===== src/rtl/decode_issue.sv =====
// Decode/issue stage: register-file addressing, writeback bypass, load-use stall
// detection, and the ID/EX pipeline register with bubble and flush handling.
module decode_issue #(
    parameter int unsigned W = 32
) (
    input  logic         clock,
    input  logic         reset,
    input  logic         if_valid,
    input  logic [31:0]  if_instr,
    input  logic [W-1:0] if_pc4,
    output logic [4:0]   rf_addr1,
    output logic [4:0]   rf_addr2,
    input  logic [W-1:0] rf_read1,
    input  logic [W-1:0] rf_read2,
    input  logic         wb_write,
    input  logic [4:0]   wb_reg,
    input  logic [W-1:0] wb_data,
    input  logic         flush,
    output logic         stall,
    output logic         ex_valid,
    output logic [W-1:0] ex_a,
    output logic [W-1:0] ex_b,
    output logic [W-1:0] ex_imm,
    output logic [4:0]   ex_rs,
    output logic [4:0]   ex_rt,
    output logic [4:0]   ex_rd,
    output logic [5:0]   ex_opcode,
    output logic [5:0]   ex_funct,
    output logic         ex_memread,
    output logic         ex_regwrite,
    output logic [W-1:0] ex_pc4,
    output logic [15:0]  hz_count
);

    localparam logic [5:0] OpRType = 6'h00;
    localparam logic [5:0] OpLw    = 6'h23;
    localparam logic [5:0] OpSw    = 6'h2B;
    localparam logic [5:0] OpBeq   = 6'h04;
    localparam logic [5:0] OpBne   = 6'h05;
    localparam logic [5:0] OpAddi  = 6'h08;
    localparam logic [5:0] OpSlti  = 6'h0A;
    localparam logic [5:0] OpAndi  = 6'h0C;
    localparam logic [5:0] OpOri   = 6'h0D;

    typedef struct packed {
        logic         valid;
        logic [W-1:0] a;
        logic [W-1:0] b;
        logic [W-1:0] imm;
        logic [4:0]   rs;
        logic [4:0]   rt;
        logic [4:0]   rd;
        logic [5:0]   opcode;
        logic [5:0]   funct;
        logic         memread;
        logic         regwrite;
        logic [W-1:0] pc4;
    } idex_t;

    idex_t       idex_q, idex_d;
    logic [15:0] hz_count_q, hz_count_d;

    logic [5:0] opcode;
    logic [4:0] rs, rt, rd, dest;
    logic       dec_regwrite, dec_memread, rt_is_src, hz;

    assign opcode   = if_instr[31:26];
    assign rs       = if_instr[25:21];
    assign rt       = if_instr[20:16];
    assign rd       = if_instr[15:11];
    assign rf_addr1 = rs;
    assign rf_addr2 = rt;

    // Non-writing opcodes resolve to destination 0 so the load-use check ignores them.
    always_comb begin
        dest        = 5'd0;
        dec_memread = 1'b0;
        rt_is_src   = 1'b0;
        case (opcode)
            OpRType: begin
                dest      = rd;
                rt_is_src = 1'b1;
            end
            OpLw: begin
                dest        = rt;
                dec_memread = 1'b1;
            end
            OpSw, OpBeq, OpBne:            rt_is_src = 1'b1;
            OpAddi, OpSlti, OpAndi, OpOri: dest = rt;
            default: ;
        endcase
        dec_regwrite = (dest != 5'd0);
    end

    assign hz = if_valid & idex_q.valid & idex_q.memread & (idex_q.rd != 5'd0) &
                ((idex_q.rd == rs) | (rt_is_src & (idex_q.rd == rt)));
    assign stall = hz & ~flush & ~reset;

    always_comb begin
        idex_d = '0;
        if (if_valid && !flush && !hz) begin
            idex_d.valid    = 1'b1;
            idex_d.a        = (wb_write && wb_reg != 5'd0 && wb_reg == rs) ? wb_data : rf_read1;
            idex_d.b        = (wb_write && wb_reg != 5'd0 && wb_reg == rt) ? wb_data : rf_read2;
            idex_d.imm      = {{(W - 16){if_instr[15]}}, if_instr[15:0]};
            idex_d.rs       = rs;
            idex_d.rt       = rt;
            idex_d.rd       = dest;
            idex_d.opcode   = opcode;
            idex_d.funct    = if_instr[5:0];
            idex_d.memread  = dec_memread;
            idex_d.regwrite = dec_regwrite;
            idex_d.pc4      = if_pc4;
        end
    end

    always_comb begin
        hz_count_d = hz_count_q;
        if (stall && hz_count_q != 16'hFFFF) begin
            hz_count_d = hz_count_q + 16'd1;
        end
    end

    always_ff @(posedge clock) begin
        if (reset) begin
            idex_q     <= '0;
            hz_count_q <= 16'd0;
        end else begin
            idex_q     <= idex_d;
            hz_count_q <= hz_count_d;
        end
    end

    assign ex_valid    = idex_q.valid;
    assign ex_a        = idex_q.a;
    assign ex_b        = idex_q.b;
    assign ex_imm      = idex_q.imm;
    assign ex_rs       = idex_q.rs;
    assign ex_rt       = idex_q.rt;
    assign ex_rd       = idex_q.rd;
    assign ex_opcode   = idex_q.opcode;
    assign ex_funct    = idex_q.funct;
    assign ex_memread  = idex_q.memread;
    assign ex_regwrite = idex_q.regwrite;
    assign ex_pc4      = idex_q.pc4;
    assign hz_count    = hz_count_q;

endmodule


===== config.mk =====
export PLATFORM = sky130hd
export DESIGN_NAME = decode_issue
export DESIGN_NICKNAME = d
export VERILOG_FILES = /design/src/rtl/decode_issue.sv
export SDC_FILE = /design/constraint.sdc
export NUM_CORES = 1
export LEC_CHECK = 0
export ABC_AREA = 1
export CAP_MARGIN = 20
export CORE_AREA = 2 2 140 142
export CTS_BUF_LIST = sky130_fd_sc_hd__clkbuf_8
export DETAILED_ROUTE_END_ITERATION = 10
export DIE_AREA = 0 0 142 144
export PLACE_DENSITY = 0.7
export SLEW_MARGIN = 0
export SYNTH_ARGS = -nofsm -noshare
export SYNTH_HDL_FRONTEND = slang
export SYNTH_SLANG_ARGS = --single-unit

===== constraint.sdc =====
create_clock -name clock -period 2.1 [get_ports clock]
set_input_delay 0.21 -clock clock [delete_from_list [all_inputs] [get_ports clock]]
set_output_delay 0.21 -clock clock [all_outputs]
set_load 0.05 [all_outputs]

# --- Word level (Yosys, flattened, before mapping) ---
# Index checks and enable logic that the tools add are counted.
# Widths: inputs -> output; s select.
totals:
  ff_bits: 158
  out_inout_bits: 185
classes:
  add_sub_neg: 1
  n_eq_ne: 13
  n_mux: 6
  bitwise: 11
  reduce_logical: 15
ops:
  columns: ["op", "count"]
  rows:
  - ["$mux 158", 1]
  - ["$mux 32", 2]
  - ["$eq 6x4->1 const B", 4]
  - ["$eq 5x5->1", 4]
  - ["$add 16x1->16 const B", 1]
  - ["$ne 16x16->1 const B", 1]
  - ["$reduce_bool 5->1", 3]
  - ["$eq 6x3->1 const B", 2]
  - ["$eq 6x6->1 const B", 2]
  - ["$pmux 5 s2", 1]
  - ["$and 1x1->1", 7]
  - ["$logic_and 1x1->1", 6]
  - ["$logic_not 6->1", 1]
  - ["$reduce_or 5->1", 1]
  - ["$reduce_or 4->1", 1]
  - ["$not 1->1", 3]
  - ["$logic_not 1->1", 2]
  - ["$mux 1", 2]
  - ["$reduce_or 2->1", 1]
  - ["$or 1x1->1", 1]

# --- Logic depth before layout (Yosys ltp) ---
# Gate-level depths: netlist (run 1).
logic_depth:
  depth_word: 10
  mapped_depth: 13
  depth_no_buf: 11

# --- Least setup slack after synthesis (run 1) ---
# No wires, ideal clock.
synth_timing:
  path_kind: "register -> output"
  from: "reg idex_q, in the netlist ex_rd[2]"
  to: "out stall"
  arrival_time_ps: 1872
  t_required_ps: 1890
  path_slack_ps: 18
  stages_incl_launch_ff: 8
  n_path_buf: 1
  path_cell_list: "dfxtp_1 -> nor3_1 -> nand2_1 -> nand4_1 -> inv_1 -> clkbuf_1 -> nand3_1 -> inv_1"
synth_between:
  elab_chain_len: 6
synth_lines:
  columns: ["element", "line", "rtl"]
  rows:
  - ["from (decl)", "60", "idex_t idex_q, idex_d;"]
  - ["from (signal assigned)", "129", "idex_q <= idex_d;"]
  - ["$eq 5x5->1", "96", "((idex_q.rd == rs) | (rt_is_src & (idex_q.rd == rt)));"]
  - ["$and 1x1->1", "96", null]
  - ["$or 1x1->1", "96", null]
  - ["$and 1x1->1 (*)", "95", "assign hz = if_valid & idex_q.valid & idex_q.memread & (idex_q.rd != 5'd0) &"]
  - ["$and 1x1->1 (*) (2 in series)", "97", "assign stall = hz & ~flush & ~reset;"]
  - ["to (decl)", "19", "output logic stall,"]
# Mark *: on every way between the ends. The rest lies on a longest branch, timed or not.

# --- Worst setup path in the final report (run 1) ---
layout_timing:
  from: "reg idex_q, in the netlist ex_rd[1]"
  to: "out stall"
# The elaborated chain is that of the path after synthesis.

==> run metrics, run 1 <==
CP arrival 1770 ps; die height 144 um; DIE AREA 20400 um^2; First DRT Iteration DRCs 245; Vias 6359; Chip Width 142 um; Bufs on Longest Clock Path 2; core box area 19100 um^2; most common cell in the netlist dfxtp_1; Syn Area/Cell 7.76 um^2; Worst Max-Slew Pin Slew 557 ps; Yosys reg bits 152; Tmin final 1980 ps; Synth top area share 0.501; final hold vios 0; peak supply drop 0.000337 V; CTS tree yes; Async SR Flop Fraction 0; Post-Syn Nets 953; number of hold buffers added after cts 0; initial antenna violation count 0; Final period util 0.944; share of cells above drive strength 1 0.0807; first-pass GRT wire length 32600 um; number of CTS-inserted buffers 17; Syn. warnings 0; Final ANT Viol Nets 0; Setup Skew 9.01 ps; vias in the first global route 6120; worst hold slack 276 ps; Initial Utilization 0.318; post-synthesis instance area 6070 um^2; Worst-path clk slew 90 ps; clock tree root driver cell clkbuf_8; DRC 0; crit path capture type output port; ranking of synthesized cells by area dfxtp_1 (50%), nand4_1 (8.2%), nor2_1 (7.9%); number of I/O pins 355; Critical Path RT 1890 ps; drt pass-1 iters 4; instance area at placement 9880 um^2; status complete, no violations; wire length per cell 15.9 um; final setup fails 0; clk sinks 152; Design Area, Final 10300 um^2; CP Launch Type flop; Worst Hold Class in -> reg; Slew headroom 0.627; Mapped Cells 782; CP Max Fanout 7; largest net degree at the start of global routing 56; top_reg_cell synth dfxtp_1; EDFF count, synth 0; Syn-to-layout area delta 69.7%; Nets 1285; pwr/cell area 639 nW/um^2; Total GRT Usage 0.207; worst skew pair latency 450 ps; leakage power 4.45 nW; routability cong. 0.799; CTS H-tree lvls 4; register area share after synthesis 0.501; Port-buffer cells 354; Crit Path Category reg -> out; DP Wirelength 16100 um; commonest cells in the netlist dfxtp_1 (152), nor2_1 (128), nand2_1 (114), inv_1 (107), nand4_1 (80); Max Cap Viol 0; grt ovf 0; Pins Over Slew Limit 0; fmax 0.505 GHz; Vias/cell 4.65; post-synthesis cell type count 21; cell taking the most area after synthesis dfxtp_1; Std-Cell Rows 51; WL final 21700 um
[cells in the final DEF (no fill, tap or decap), types with 3 or more instances in the layout]
| cell type | instances |
|---|---|
| clkdlybuf4s50_1 | 326 |
| nand2_1 | 113 |
| inv_6 | 3 |
| nand3_1 | 15 |
| xor2_1 | 12 |
| a21oi_1 | 66 |
| clkinv_4 | 5 |
| xnor2_2 | 4 |
| diode_2 | 3 |
| nor3_1 | 3 |
| buf_12 | 13 |
| a22oi_1 | 5 |
| nor2_1 | 128 |
| o21ai_0 | 11 |
| clkbuf_8 | 18 |
| dlygate4sd2_1 | 17 |
| inv_1 | 106 |
| nand4_1 | 80 |
| dfxtp_1 | 150 |
| buf_4 | 32 |
[metrics by stage]
step                      std cells  TNS [ps]   util  setup slack [ps]  total power, W
after global placement         1332      -490  0.518             -69.7         0.00429
after detailed placement       1332     -1450  0.518              -156         0.00430
final                          1368         0  0.540               118         0.00659
after global routing           1365    -0.281  0.540            -0.281         0.00685
after floorplan                 782         0      -              17.5         0.00365
after CTS                      1364         0  0.539              17.2         0.00667
[layer usage]
layer,vias to the layer above,global-route usage,share of wire
li1,3139,-,-
met1,2925,0.238,0.40
met2,254,0.354,0.49
met3,39,0.0606,0.070
met4,2,0.0989,0.034
met5,-,0,0.0018
[registers in the layout (all words and copies together) (netlist names)]
| register | flops |
|---|---|
| ex_pc4 | 32 |
| ex_memread | 1 |
| ex_valid | 1 |
| hz_count | 16 |
| ex_regwrite | 1 |
| ex_imm | 16 |
| ex_opcode | 6 |
| ex_rd | 5 |
| ex_b | 32 |
| ex_rs | 5 |
| ex_a | 32 |
| ex_rt | 5 |
[cells by family (layout without fill, tap and decap cells)]
logic type | Yosys count | in the layout | share of synthesized area
and+or+nand+nor | 345 | 345 | 0.257
buffers and inverters | 182 | 527 | 0.141
DFF | 152 | 152 | 0.501
AOI/OAI and AO/OA | 84 | 84 | 0.0726
xor gates and xnor gates | 18 | 18 | 0.0260
adders and majority gates | 1 | 1 | 0.00206
other | 0 | 3 | 0
[area by class of cell]
cell class                      instances  area, um^2
Fill cell                            1805        8780
Tap cell                              238         298
Clock inverter                         14         165
Multi-Input combinational cell        448        2220
Sequential cell                       152        3050
Antenna cell                            3        7.51
Timing Repair Buffer                  388        3910
Clock buffer                           18         248
Inverter                              107         402
[worst paths after layout]
path | from | end | slack (ps) | cells past startpoint
worst max-delay path | ex_rd[1] | stall | 120 | 7
worst min-delay path | if_instr[0] | ex_imm[0] | 280 | 3
worst max register to register | hz_count[1] | hz_count[3] | 330 | 10
worst min register to register | hz_count[15] | hz_count[15] | 550 | 2
[power by group]
part | internal, W | switching (W) | leakage [nW] | total [W]
Clock | 0.00112 | 0.00123 | 0.208 | 0.00236
Sequential | 0.00295 | 0.0000213 | 1.24 | 0.00297
Combinational | 0.000557 | 0.000705 | 3.01 | 0.00126
Total | 0.00463 | 0.00196 | 4.45 | 0.00659
[worst max-delay path: stages (launching register included)]
cell,delay [ps]
dfxtp_1,440
nor2_1,70
nand2_1,80
nand4_1,190
inv_2,190
nand3_1,110
inv_1,110
buf_12,140
[timing repair]
item                                    in CTS  in global routing
endpoints found under the setup margin      18                  1
buffers inserted                             0                  1
pin swaps                                    0                  1
gates resized for setup                     21                  2
endpoints found under the hold margin        0                  0
gates cloned                                 0                  0
Power figures use the tool's default switching activity.
==> run 2, diff against run 1 <==
--- a/config.mk
+++ b/config.mk
@@ -6,7 +6,6 @@
 export NUM_CORES = 1
 export LEC_CHECK = 0
 export ABC_AREA = 1
-export CAP_MARGIN = 20
 export CORE_AREA = 2 2 140 142
 export CTS_BUF_LIST = sky130_fd_sc_hd__clkbuf_8
 export DETAILED_ROUTE_END_ITERATION = 10
==> results of run 2 <==
No change in the layout: final DEF, timing and power equal those of run 1.
